[src/rtl/sb_drain_dcache_port.sv]
// ---------------------------------------------------------------------------
// sb_drain_dcache_port
//
// Store-side write port of a direct-mapped, write-back data cache. It
// receives stores drained from the store buffer, merges hits directly into
// the line array, and handles misses by writing back a dirty victim and
// then filling the line. While it is busy it holds the store buffer with
// stall_out.
//
// Ports
//   clk, reset         clock, synchronous active-high reset
//   drain_in           store buffer presents a store this cycle
//   addr_in            store byte address
//   data_in            store data (byte stores use [7:0])
//   is_byte_in         1 = byte store, 0 = word store
//   stall_out          store not accepted this cycle, hold it (combinational)
//   mem_req/mem_we     line request to memory; we=1 write-back, we=0 fill
//   mem_addr           line-aligned request address
//   mem_wdata          victim line for write-back
//   mem_ready          one-cycle completion pulse, only honoured while mem_req
//   mem_rdata          fill data, valid with mem_ready during a fill
//   lk_addr            probe address
//   lk_hit, lk_data    probe result (combinational, pre-write array contents)
// ---------------------------------------------------------------------------
module sb_drain_dcache_port #(
    parameter int NUM_LINES = 4,
    parameter int LINE_BITS = 128
) (
    input  logic                 clk,
    input  logic                 reset,
    input  logic                 drain_in,
    input  logic [31:0]          addr_in,
    input  logic [31:0]          data_in,
    input  logic                 is_byte_in,
    output logic                 stall_out,
    output logic                 mem_req,
    output logic                 mem_we,
    output logic [31:0]          mem_addr,
    output logic [LINE_BITS-1:0] mem_wdata,
    input  logic                 mem_ready,
    input  logic [LINE_BITS-1:0] mem_rdata,
    input  logic [31:0]          lk_addr,
    output logic                 lk_hit,
    output logic [31:0]          lk_data
);

    localparam int IDX_W  = $clog2(NUM_LINES);
    localparam int TAG_LO = 4 + IDX_W;
    localparam int TAG_W  = 32 - TAG_LO;

    typedef enum logic [1:0] {
        ST_IDLE = 2'd0,
        ST_WB   = 2'd1,
        ST_FILL = 2'd2
    } state_e;

    // Merge one store (byte or aligned word) into a line image.
    function automatic logic [LINE_BITS-1:0] merge_store(
        input logic [LINE_BITS-1:0] line,
        input logic [3:0]           boff,
        input logic [31:0]          data,
        input logic                 is_byte
    );
        logic [LINE_BITS-1:0] r;
        r = line;
        if (is_byte) begin
            r[{boff, 3'b000} +: 8] = data[7:0];
        end else begin
            r[{boff[3:2], 5'b00000} +: 32] = data;
        end
        return r;
    endfunction

    // Control state
    state_e                 state_q, state_d;
    logic [NUM_LINES-1:0]   valid_q;
    logic [NUM_LINES-1:0]   dirty_q;

    // Line array contents (no reset; valid gates their meaning)
    logic [TAG_W-1:0]       tag_q  [NUM_LINES];
    logic [LINE_BITS-1:0]   data_q [NUM_LINES];

    // Pending store captured on a miss
    logic [31:0]            pend_addr_q;
    logic [31:0]            pend_data_q;
    logic                   pend_byte_q;

    // Drain-side lookup
    logic [IDX_W-1:0]       drn_idx;
    logic [TAG_W-1:0]       drn_tag;
    logic                   drn_hit;
    logic                   accept_hit;
    logic                   start_miss;
    logic                   fill_done;
    logic [IDX_W-1:0]       pend_idx;

    assign drn_idx    = addr_in[TAG_LO-1:4];
    assign drn_tag    = addr_in[31:TAG_LO];
    assign drn_hit    = valid_q[drn_idx] && (tag_q[drn_idx] == drn_tag);
    assign accept_hit = (state_q == ST_IDLE) && drain_in && drn_hit;
    assign start_miss = (state_q == ST_IDLE) && drain_in && !drn_hit;
    assign fill_done  = (state_q == ST_FILL) && mem_ready;
    assign pend_idx   = pend_addr_q[TAG_LO-1:4];

    // ---------------- FSM: state register ----------------
    always_ff @(posedge clk) begin
        if (reset) begin
            state_q <= ST_IDLE;
        end else begin
            state_q <= state_d;
        end
    end

    // ---------------- FSM: next state ----------------
    always_comb begin
        state_d = state_q;
        case (state_q)
            ST_IDLE: begin
                if (start_miss) begin
                    // Only a valid and dirty victim needs writing back first.
                    if (valid_q[drn_idx] && dirty_q[drn_idx]) begin
                        state_d = ST_WB;
                    end else begin
                        state_d = ST_FILL;
                    end
                end
            end
            ST_WB: begin
                if (mem_ready) begin
                    state_d = ST_FILL;
                end
            end
            ST_FILL: begin
                if (mem_ready) begin
                    state_d = ST_IDLE;
                end
            end
            default: state_d = ST_IDLE;
        endcase
    end

    // ---------------- FSM: outputs ----------------
    // The array is frozen outside IDLE, so the victim tag/line driven during
    // WB and the pending address driven during FILL stay stable while
    // mem_req is high.
    always_comb begin
        stall_out = 1'b0;
        mem_req   = 1'b0;
        mem_we    = 1'b0;
        mem_addr  = 32'h0;
        mem_wdata = '0;
        case (state_q)
            ST_IDLE: begin
                stall_out = drain_in && !drn_hit;
            end
            ST_WB: begin
                stall_out = 1'b1;
                mem_req   = 1'b1;
                mem_we    = 1'b1;
                mem_addr  = {tag_q[pend_idx], pend_idx, 4'b0000};
                mem_wdata = data_q[pend_idx];
            end
            ST_FILL: begin
                // Dropping stall in the completion cycle lets the store
                // buffer advance exactly as the pending store is merged.
                stall_out = !mem_ready;
                mem_req   = 1'b1;
                mem_addr  = {pend_addr_q[31:4], 4'b0000};
            end
            default: begin
                stall_out = 1'b0;
            end
        endcase
    end

    // Valid / dirty bits
    always_ff @(posedge clk) begin
        if (reset) begin
            valid_q <= '0;
            dirty_q <= '0;
        end else begin
            if (accept_hit) begin
                dirty_q[drn_idx] <= 1'b1;
            end
            if (fill_done) begin
                valid_q[pend_idx] <= 1'b1;
                dirty_q[pend_idx] <= 1'b1;
            end
        end
    end

    // Pending store capture; the re-presented store is never re-examined.
    always_ff @(posedge clk) begin
        if (start_miss) begin
            pend_addr_q <= addr_in;
            pend_data_q <= data_in;
            pend_byte_q <= is_byte_in;
        end
    end

    // Line data and tags
    always_ff @(posedge clk) begin
        if (accept_hit) begin
            data_q[drn_idx] <= merge_store(data_q[drn_idx], addr_in[3:0],
                                           data_in, is_byte_in);
        end
        if (fill_done) begin
            data_q[pend_idx] <= merge_store(mem_rdata, pend_addr_q[3:0],
                                            pend_data_q, pend_byte_q);
            tag_q[pend_idx]  <= pend_addr_q[31:TAG_LO];
        end
    end

    // Probe port: reads the array as it stands before this cycle's writes.
    logic [IDX_W-1:0]     lk_idx;
    logic [LINE_BITS-1:0] lk_line;
    logic                 unused_lk;

    assign lk_idx    = lk_addr[TAG_LO-1:4];
    assign lk_line   = data_q[lk_idx];
    assign lk_hit    = valid_q[lk_idx] && (tag_q[lk_idx] == lk_addr[31:TAG_LO]);
    assign lk_data   = lk_line[{lk_addr[3:2], 5'b00000} +: 32];
    assign unused_lk = ^lk_addr[1:0];

endmodule

[config.mk]
export PLATFORM = sky130hd
export DESIGN_NAME = sb_drain_dcache_port
export DESIGN_NICKNAME = d
export VERILOG_FILES = /design/src/rtl/sb_drain_dcache_port.sv
export SDC_FILE = /design/constraint.sdc
export NUM_CORES = 2
export LEC_CHECK = 0
export BUFFER_PORTS_ARGS = -buffer_cell sky130_fd_sc_hd__buf_2
export CAP_MARGIN = 20
export CORE_ASPECT_RATIO = 1.2
export CORE_MARGIN = 1
export CORE_UTILIZATION = 42
export CTS_CLUSTER_SIZE = 30
export DETAILED_ROUTE_END_ITERATION = 10
export PLACE_DENSITY_LB_ADDON = 0.05
export SLEW_MARGIN = 20
export SYNTH_ARGS = -nofsm -noshare
export SYNTH_HDL_FRONTEND = slang
export SYNTH_SLANG_ARGS = --single-unit
[constraint.sdc]
create_clock -name clk -period 10.45 [get_ports clk]
set_input_delay 0 -clock clk [delete_from_list [all_inputs] [get_ports clk]]
set_output_delay 0 -clock clk [all_outputs]
set_load 0.03 [all_outputs]
==> run_results.csv <==
group,metric,value,unit
setup_path,cp-start-kind,"primary input",
detailed_routing,wl_per_cell,39.9,um
setup_path,worstSetupPathType,"primary input to flip-flop",
clock_tree,cts_buffer_depth,3,
yosys,synthMuxAreaShare,31.4,%
grt,grt_usage,35.7,%
floorplan,fp.dieArea,105000,um2
finish,design_area,50900,um2
setup_path,r2r-end,"data_q[2][91]",
detailed_routing,routed_wl,190,mm
placement,dpl_cell_area,46900,um2
clock_tree,htreeDepth,3,
timing,tns,0,ps
detailed_routing,dr.pass1.iters,6,
placement,dpl.hpwl,125,mm
detailed_routing,vias,33100,
placement,portBuffers,418,
clock_tree,clk_pin_slew,60,ps
yosys,yosysMostFrequentCell,"edfxtp_1",
yosys,ys_top_cells_by_area,"edfxtp_1, mux4_2, mux2i_1, a221oi_1, a211oi_1",
yosys,synth_common_cells,"edfxtp_1, mux4_2, mux2i_1",
grt,antenna_found_initial,51,
timing,fin_worst_hold_slack,30.6,ps
finish,finalNetCount,3533,
yosys,synth_top_family_by_area,"multiplexers",
clock_tree,hold_buffers,122,
detailed_routing,viasPerCell,6.97,
yosys,netlist.area_leader.share,46.9,%
floorplan,coreArea,103000,um2
finish,drive_above_1_share,33.7,%
yosys,synth_compound_area_share,12.4,%
detailed_routing,ant_nets,0,
clock_tree,cts_resized,0,
floorplan,die_y,355,um
timing,max_slew_margin,11.9,%
yosys,ys_async_sr_fraction,0,%
pwr,leakage,17.5,nW
yosys,ys_types,64,
yosys,netlist_area,43600,um2
setup_path,crit_end,"data_q[2][91]",
pwr,power.density,155,nW/um2
grt,grt_max_degree,130,
clock_tree,cts_setup_buffers,0,
setup_path,r2r_slack,5200,ps
clock_tree,clk_latency,660,ps
finish,area_delta_synth_final,16.8,%
grt,grt_pass1_vias,32300,
flow_run,cap_violations,0,
setup_path,r2r_cells,8,
yosys,synthXorXnorAreaFrac,0.964,%
floorplan,start_util,42.3,%
clock_tree,numCtsBuffers,80,
yosys,synthSimpleGateAreaFrac,4.12,%
timing,worstMarginPinSlew,1320,ps
setup_path,cp_max_fo,86,
timing,setup_viol,0,
timing,period_minus_slack,5750,ps
status,status,"completed",
setup_path,cp_slowest_cell,"o21bai_4",
clock_tree,root_buffer,"clkbuf_16",
clock_tree,tritoncts,"done",
setup_path,slowest_delay,1080,ps
yosys,synth_top_cell_by_area,"edfxtp_1",
pwr,p_total,0.00788,W
setup_path,worstPathCellList,"buf_8 > buf_12 > mux4_2 > xnor2_1 > nand4_1 > nor4bb_1 > nor4b_1 > nand3_1 > o21bai_4 > buf_4",
yosys,syn_avg_cell_area,15.0,um2
yosys,ys_warn_count,0,
clock_tree,cts.sinks,693,
floorplan,fp-row-count,129,
min_path,holdCritPathClass,"primary input to flip-flop",
setup_path,cp-startpoint,"addr_in[4]",
yosys,synthAdderAreaFrac,0.459,%
setup_path,cp.required,10720,ps
setup_path,end_kind,"flip-flop",
placement,gp_congestion,0.922,
timing,fin_skew,19.3,ps
detailed_routing,drt_iter0_drc,3803,
timing,period_share,55.1,%
timing,hold_viol_final,0,
yosys,synth-edff-count,681,
pwr,max-vdd-ir-drop,0.206,mV
grt,grt.overflow.total,0,
timing,drv_slew,0,
yosys,synth.yosys.seq_area_share,47.5,%
timing,rsz0062_at_grt,"no",
setup_path,cp.arrival,6030,ps
timing,max_freq,0.174,GHz
yosys,synth_ff_type,"edfxtp_1",
yosys,syn_inst,2912,
grt,grt_pass1_wl,258,mm
floorplan,die-width,296,um
floorplan,ios,425,
setup_path,rr_startpoint,"tag_q[1][6]",
yosys,synth.ff_latch_count,693,
detailed_routing,route.detailed.drc,0,
layout make-up:
| class | count | area [um2] |
|---|---|---|
| Inverter | 30 | 114 |
| Antenna cell | 29 | 72.6 |
| Tap cell | 1375 | 1720 |
| Fill cell | 9052 | 52000 |
| Sequential cell | 693 | 20700 |
| Clock buffer | 102 | 2170 |
| Timing Repair Buffer | 607 | 3960 |
| Multi-Input combinational cell | 1876 | 21700 |
| Clock inverter | 41 | 536 |
kinds of logic after synthesis:
family	Yosys count
adder cells (fa/ha/maj)	16
XOR/XNOR	48
AND/OR/NAND/NOR	322
buffers and inverters	346
other	1
flip-flops	693
multiplexers	760
AO/OA/AOI/OAI	726
per-stage QoR:
step / instances / setup slack, ps / utilization [%]
finish: 4753 / 4700 / 49.5
global route: 4731 / 4400 / 49.4
CTS: 4723 / 4760 / 49.4
detailed placement: 4458 / 4070 / 45.5
global placement: 4458 / 4050 / 45.5
floorplan: 2915 / 1930 / -
layer usage:
layer  global-route usage (%)  part of all wire, %  wire, um
met5                        0                 0.18       346
met4                     25.2                  8.0     15300
met3                     7.63                   10     19100
met2                     55.0                   46     86900
met1                     44.8                   36     67900
how the worst min path moves through the flow:
stage	start	end	cells after the start
global placement	addr_in[9]	pend_addr_q[9]	1
floorplan	addr_in[0]	pend_addr_q[0]	0
CTS	mem_rdata[110]	data_q[3][110]	4
finish	mem_rdata[82]	data_q[3][82]	4
global route	data_in[3]	pend_data_q[3]	1
detailed placement	addr_in[26]	pend_addr_q[26]	1
state kept, by name (all words and copies together), names as in the netlist, named ones only:
signal       flops
dirty_q          4
valid_q          4
data_q         512
tag_q          104
pend_data_q     32
state_q          2
pend_addr_q     32
pend_byte_q      1
cell usage in the layout, fill, tap and decap left out, types with 14 or more instances in the layout:
master / Yosys / layout
edfxtp_1: 681 / 681
mux4_2: 482 / 482
buf_2: 17 / 413
mux2i_1: 266 / 266
a221oi_1: 255 / 255
and2_1: 131 / 130
a21oi_1: 129 / 129
a211oi_1: 126 / 125
a21o_1: 124 / 124
dlygate4sd3_1: 0 / 122
clkbuf_16: 0 / 83
buf_4: 5 / 58
xnor2_1: 44 / 44
nand2_1: 43 / 43
nor2_1: 47 / 40
nor2b_1: 30 / 30
diode_2: 0 / 29
a22oi_1: 26 / 26
inv_1: 29 / 24
o21ai_0: 19 / 19
clkbuf_1: 249 / 17
clkinv_2: 0 / 15
a31oi_1: 14 / 14
ha_1: 16 / 14
report_power, final:
| group | switching (W) | internal, W |
|---|---|---|
| Clock | 0.00121 | 0.00178 |
| Sequential | 0.000102 | 0.00322 |
| Combinational | 0.000961 | 0.000606 |
| Total | 0.00227 | 0.00561 |
critical path: cells and delay by family:
kind,cells,cell delay (ps)
muxes,1,600
buffers and inverters,3,2160
and+or+nand+nor,4,1370
xor gates and xnor gates,1,460
AOI/OAI and AO/OA,1,1080
(Power assumes the default switching activity.)
